--- src/rtl/sprite_scan_renderer.sv ---
// Beam-driven sprite renderer: LUT address generation, palette lookup and frame animation.
// Optional macro SPRITE_PALETTE_WRITE_EN adds a writable palette (pal_we/pal_addr/pal_data).
module sprite_scan_renderer #(
  parameter int unsigned SCALE_LOG2 = 2,
  parameter int unsigned NUM_FRAMES = 4,
  parameter int unsigned FRAME_HOLD = 6
) (
  input  logic       clk,
  input  logic       rst,
  input  logic [9:0] hpos,
  input  logic [9:0] vpos,
  input  logic       display_on,
  input  logic       vsync_pulse,
  input  logic [9:0] spr_x,
  input  logic [9:0] spr_y,
  input  logic       anim_en,
  input  logic [5:0] bg_rgb,
  output logic [4:0] lut_x,
  output logic [4:0] lut_y,
  output logic [1:0] frame_sel,
  input  logic [2:0] lut_pixel,
  output logic [5:0] rgb_out,
  output logic       sprite_hit
`ifdef SPRITE_PALETTE_WRITE_EN
  ,
  input  logic       pal_we,
  input  logic [2:0] pal_addr,
  input  logic [5:0] pal_data
`endif
);

  localparam int unsigned SIZE   = 32 << SCALE_LOG2;
  localparam int unsigned HOLD_W = (FRAME_HOLD > 1) ? $clog2(FRAME_HOLD) : 1;

  function automatic logic [5:0] default_pal(input logic [2:0] idx);
    case (idx)
      3'd2:    return 6'b111111;
      3'd3:    return 6'b101010;
      3'd4:    return 6'b110110;
      3'd5:    return 6'b010101;
      3'd6:    return 6'b111100;
      3'd7:    return 6'b110000;
      default: return 6'b000000;
    endcase
  endfunction

  // Stage 0: hit test in 11 bits so a sprite near the right/bottom edge clips instead of wrapping
  logic [10:0] hx, vy, sx, sy, dx, dy;
  logic        hit_x, hit_y;

  always_comb begin
    hx    = {1'b0, hpos};
    vy    = {1'b0, vpos};
    sx    = {1'b0, spr_x};
    sy    = {1'b0, spr_y};
    dx    = hx - sx;
    dy    = vy - sy;
    hit_x = (hx >= sx) && (hx < sx + 11'(SIZE));
    hit_y = (vy >= sy) && (vy < sy + 11'(SIZE));
  end

  // Stage 1: texel address plus the flags/background that travel alongside it
  logic       hit_d, don_d;
  logic [5:0] bg_d;

  always_ff @(posedge clk or posedge rst) begin
    if (rst) begin
      lut_x <= '0;
      lut_y <= '0;
      hit_d <= 1'b0;
      don_d <= 1'b0;
      bg_d  <= '0;
    end else begin
      hit_d <= hit_x && hit_y;
      don_d <= display_on;
      bg_d  <= bg_rgb;
      if (hit_x && hit_y) begin
        lut_x <= 5'(dx >> SCALE_LOG2);
        lut_y <= 5'(dy >> SCALE_LOG2);
      end else begin
        lut_x <= '0;
        lut_y <= '0;
      end
    end
  end

  logic [5:0] pal_val;

`ifdef SPRITE_PALETTE_WRITE_EN
  logic [5:0] pal_q [8];

  always_ff @(posedge clk or posedge rst) begin
    if (rst) begin
      for (int i = 0; i < 8; i++) pal_q[i] <= default_pal(3'(i));
    end else if (pal_we) begin
      pal_q[pal_addr] <= pal_data;
    end
  end

  assign pal_val = pal_q[lut_pixel];
`else
  assign pal_val = default_pal(lut_pixel);
`endif

  // Stage 2: index 0 is transparent and shows the background
  always_ff @(posedge clk or posedge rst) begin
    if (rst) begin
      rgb_out    <= '0;
      sprite_hit <= 1'b0;
    end else if (hit_d && don_d && (lut_pixel != 3'd0)) begin
      rgb_out    <= pal_val;
      sprite_hit <= 1'b1;
    end else if (don_d) begin
      rgb_out    <= bg_d;
      sprite_hit <= 1'b0;
    end else begin
      rgb_out    <= '0;
      sprite_hit <= 1'b0;
    end
  end

  // Animation: frame advances only on vsync, so a frame never changes mid-scan
  logic [HOLD_W-1:0] hold_cnt;

  always_ff @(posedge clk or posedge rst) begin
    if (rst) begin
      hold_cnt  <= '0;
      frame_sel <= '0;
    end else if (vsync_pulse && anim_en) begin
      if (hold_cnt == HOLD_W'(FRAME_HOLD - 1)) begin
        hold_cnt  <= '0;
        frame_sel <= (frame_sel == 2'(NUM_FRAMES - 1)) ? 2'd0 : frame_sel + 2'd1;
      end else begin
        hold_cnt <= hold_cnt + HOLD_W'(1);
      end
    end
  end

endmodule
--- config.mk ---
export PLATFORM = sky130hd
export DESIGN_NAME = sprite_scan_renderer
export DESIGN_NICKNAME = d
export VERILOG_FILES = /design/src/rtl/sprite_scan_renderer.sv
export SDC_FILE = /design/constraint.sdc
export NUM_CORES = 1
export LEC_CHECK = 0
export ABC_CLOCK_PERIOD_IN_PS = 3270
export CELL_PAD_IN_SITES_DETAIL_PLACEMENT = 0
export CELL_PAD_IN_SITES_GLOBAL_PLACEMENT = 1
export CORE_AREA = 2 2 68 70
export DETAILED_ROUTE_END_ITERATION = 10
export DIE_AREA = 0 0 70 72
export DONT_BUFFER_PORTS = 1
export PLACE_DENSITY = 0.88
export SETUP_SLACK_MARGIN = 0.15
export SLEW_MARGIN = 10
export SYNTH_ARGS = -nofsm -noshare
export SYNTH_HDL_FRONTEND = slang
export SYNTH_SLANG_ARGS = --single-unit
--- constraint.sdc ---
create_clock -name clk -period 3.27 [get_ports clk]
set_input_delay 0.1635 -clock clk [delete_from_list [all_inputs] [get_ports clk]]
set_output_delay 0.1635 -clock clk [all_outputs]
set_load 0.03 [all_outputs]
# Word level (Yosys, flattened, before mapping)
# Cells that the tools add are included.
[classes]
add_sub_neg = 6
n_lt_le_gt_ge = 4
eq_ne = 8
mux = 8
reduce_logical = 8
[ops]
columns = ["op", "count"]
rows = [
  ["case mux 6 bit (6 select lines)", 1],
  ["adder 10 x 8 -> 11 bit (second input constant)", 2],
  ["< comparator 10 x 11 -> 1 bit", 2],
  ["greater-or-equal comparator 10 bit", 2],
  ["equality test 3 bit (second input constant)", 5],
  ["subtractor 7 bit", 2],
  ["2-to-1 mux 6 bit", 2],
  ["2-to-1 mux 5 bit", 2],
  ["equality test 3 x 2 -> 1 bit (second input constant)", 2],
  ["logical AND 1 bit", 6],
  ["adder 3 x 1 -> 3 bit (second input constant)", 1],
  ["2-to-1 mux 3 bit", 1],
  ["nonzero test 3 bit", 1],
  ["adder 2 x 1 -> 2 bit (second input constant)", 1],
  ["equality test 2 bit (second input constant)", 1],
  ["2-to-1 mux 2 bit", 1],
  ["AND reduction 2 bit", 1],
  ["2-to-1 mux 1 bit", 1],
]
[word_totals]
ff_bits = 30
input_bits = 54
output_inout_bits = 19

# Logic depth before layout (Yosys ltp)
[logic_depth]
ltp_word = 5
depth_mapped = 10
mapped_depth_nobuf = 9

# Worst setup path after synthesis
# No wires, ideal clock.
[synth_path]
path_type = "input-to-reg"
from = "in spr_y[7]"
to = "reg lut_x[0]"
setup_ns = 0.096
arrival_ns = 1.717
setup_slack_ns = 1.457
path_stages = 10
path_cell_list = "ha_1 inv_1 ha_1 a21o_1 a21oi_1 o22ai_1 a21oi_1 o311ai_1 buf_6 nor4_2"
[synth_between]
elab_chain_len = 5
[synth_rtl]
columns = ["item", "line_no", "text"]
rows = [
  ["start: declaration", "15", "input logic [9:0] spr_y,"],
  ["adder 10 x 8 -> 11 bit", "59", "hit_y = (vy >= sy) && (vy < sy + 11'(SIZE));"],
  ["< comparator 10 x 11 -> 1 bit", "59", ""],
  ["logical AND 1 bit *", "59", ""],
  ["logical AND 1 bit *", "77", "if (hit_x && hit_y) begin"],
  ["2-to-1 mux 5 bit *", "77", ""],
  ["end signal: assignment", "78", "lut_x <= 5'(dx >> SCALE_LOG2);"],
  ["end: declaration", "18", "output logic [4:0] lut_x,"],
]
# Every way passes the cells marked *; elsewhere a longest branch is shown, timed or not.
# A chain may end at the register's enable or synchronous reset.

# Worst setup path in the final report
[layout_path]
from = "in spr_y[7]"
to = "reg lut_x[2]"
# The elaborated chain is that of the path after synthesis.

==> results.yml <==
status:
  status: "finished clean"
clocking:
  post_cts_resized: 0
  clockBufferDepth: 2
  clk_pin_slew_worst_paths_ns: 0.06
  numCtsBuffers: 5
  clk_latency_ns: 0.27
  root_buffer: "clkbuf_8"
  postCtsSetupBuffers: 0
  cts_tree: "done"
  cts_hold_buf: 7
  clock_sinks: 30
  cts_htree_levels: 2
logic_synthesis:
  synth_seq_cells: 30
  synth_area_per_cell_um2: 10.2
  ys_warn_count: 0
  yosysSeqAreaShare: 0.358
  synth.distinct_cells: 44
  synth_fp_nets: 288
  synth_cells: 205
  synth_area_um2: 2100
sta:
  setup_tns_ns: 0
  finalCriticalPeriod_ns: 1.74
  rsz0062_at_grt: "false"
  min_period_over_period: 0.531
  slew_viol_final: 0
  setup_viol: 0
  relSlewSlack: 0.296
  whs_ns: 0.0438
  finClkSkew_ns: 0.00304
  fmax_mhz: 576
  tightest_slew_ns: 1.05
  hold_viol_final: 0
placed_design:
  placed_area_um2: 2150
  place_congestion: 0.759
  hpwl_um: 3060
  numPortBuffers: 0
floorplan:
  start_util: 0.491
  die_w_um: 70
  core_area_um2: 4260
  die_height_um: 72
  row_count: 24
  io_pins: 73
  die-area_um2: 5040
critical_path:
  cp_max_fo: 11
  reg2reg_setup_slack_ns: 1.96
  startpoint: "spr_y[7]"
  start_kind: "primary input"
  crit_path_max_incr_delay_ns: 0.28
  reg2reg_from: "hold_cnt[0]"
  critical_path_required_ns: 3.44
  ff2ff_path_depth: 3
  worst_ep_arrival_time_ns: 1.91
  worstPathCellList: "ha_1 -> inv_1 -> ha_1 -> a21o_1 -> a21oi_1 -> o22ai_1 -> a21oi_1 -> o311ai_2 -> buf_4 -> nor4_2"
  endpoint_kind: "register"
  reg2reg_to: "frame_sel[0]"
  critPathKind: "in -> reg"
  cpMaxStageDelayCell: "ha_1"
global_routing:
  grt_remaining_overflow: 0
  antenna_found_initial: 0
  grt_max_degree: 31
  first_global_vias: 1505
  grt_pass1_wl_um: 6580
  grt_usage: 0.163
cells_and_area:
  fin_nets: 300
  final_core_util: 0.543
  regArea_um2: 751
  multi_input_area_um2: 1220
  mostFrequentLayoutCell: "dfrtp_1"
  layout_common_cells: "dfrtp_1 (30), ha_1 (29), inv_1 (22)"
  n_antenna_cell: 0
  syn2layout_area_growth_pct: 10.4
  nFillCells: 381
  drive_gt1_frac: 0.179
  final_area_um2: 2310
route:
  drtPass1Iterations: 4
  post-route-drc-count: 0
  antenna_left: 0
  drt_iter0_drc: 72
  drt_wl_total_um: 3750
  routedWlPerCell_um: 13.9
  vias: 1475
  vias_per_cell: 5.46
hold_path:
  min_path_type: "in -> async"
flow_run:
  cap_violations: 0
power_and_ir_drop:
  power.leakage_nw: 1.13
  peakVddDrop_mv: 0.172
  power_density_nw_per_um2: 457
  power_w: 0.00106
[flip-flops by register name, indices dropped and copies added (netlist names)]
signal,count
sprite_hit,1
don_d,1
hit_d,1
bg_d,6
hold_cnt,3
lut_y,5
frame_sel,2
lut_x,5
rgb_out,6
[per-layer routing]
layer	vias up	track usage	routed length [um]
li1	742	-	-
met1	679	0.202	1680
met2	48	0.275	1790
met3	6	0.0403	224
met4	0	0.0641	56
met5	-	0	0
[metrics by stage]
stage               worst slack, ns  cells
floorplan                      1.46    205
global placement               1.31    255
detailed placement             1.25    255
CTS                            1.53    270
global route                   1.38    270
finish                         1.53    270
[cells by family after synthesis]
group,count (synthesis),share of synthesized area
simple gates,55,0.169
compound gates,45,0.167
buf+inv,30,0.0621
flops,30,0.358
fa+ha+maj,29,0.173
xor+xnor,13,0.0543
mux,3,0.0161
[report_power, final]
group	switching (W)	total [W]	internal, W	leakage [nW]
clock network	0.000120	0.000289	0.000169	0.0482
logic	0.000140	0.000270	0.000130	0.696
registers	0.0000825	0.000500	0.000417	0.387
[worst max-delay path by stage]
stage | slack (ns) | to | depth (start not counted)
final | 1.53 | lut_x[2] | 10
after floorplan | 1.46 | lut_x[0] | 10
after detailed placement | 1.25 | lut_x[2] | 10
after CTS | 1.53 | lut_x[2] | 10
after global placement | 1.31 | lut_x[4] | 10
after global routing | 1.38 | lut_x[2] | 10
[cell usage after synthesis (all sizes together)]
master / instances / area share
o21a: 1 / 0.0036
inv: 26 / 0.048
nor4: 8 / 0.045
dfrtp: 30 / 0.36
a22oi: 2 / 0.0072
buf: 2 / 0.011
nand2b: 2 / 0.0060
a211oi: 2 / 0.012
a2111oi: 1 / 0.0072
nand4: 3 / 0.0090
nor2b: 7 / 0.024
nand2: 17 / 0.030
a21oi: 15 / 0.038
or2: 2 / 0.0072
nor3: 4 / 0.019
o21ai: 7 / 0.019
a32oi: 1 / 0.0042
nand4b: 1 / 0.0042
o211ai: 1 / 0.0060
nor3b: 1 / 0.0036
o221a: 2 / 0.011
xor2: 6 / 0.025
o41ai: 1 / 0.013
xnor2: 7 / 0.029
nor2: 6 / 0.011
clkbuf: 2 / 0.0036
mux2: 3 / 0.016
nand3: 4 / 0.0096
o211a: 1 / 0.0048
o311a: 1 / 0.0048
ha: 29 / 0.17
o311ai: 1 / 0.0042
o22ai: 1 / 0.0030
a21boi: 1 / 0.0054
a21o: 7 / 0.025
[area by class of cell]
class	count	share of cell area
clock inverters	1	0.00216
clock buffers	7	0.0373
inverters	26	0.0432
repair buffers	9	0.0368
well taps	52	0.0281
flip-flops and latches	30	0.324
multi-input cells	145	0.528
[critical path: cells and delay by family]
kind | cells | cell delay, ns
AOI/OAI and AO/OA | 5 | 0.69
adders and majority gates | 2 | 0.53
buffers and inverters | 2 | 0.25
and+or+nand+nor | 1 | 0.27
(Power assumes the default switching activity.)
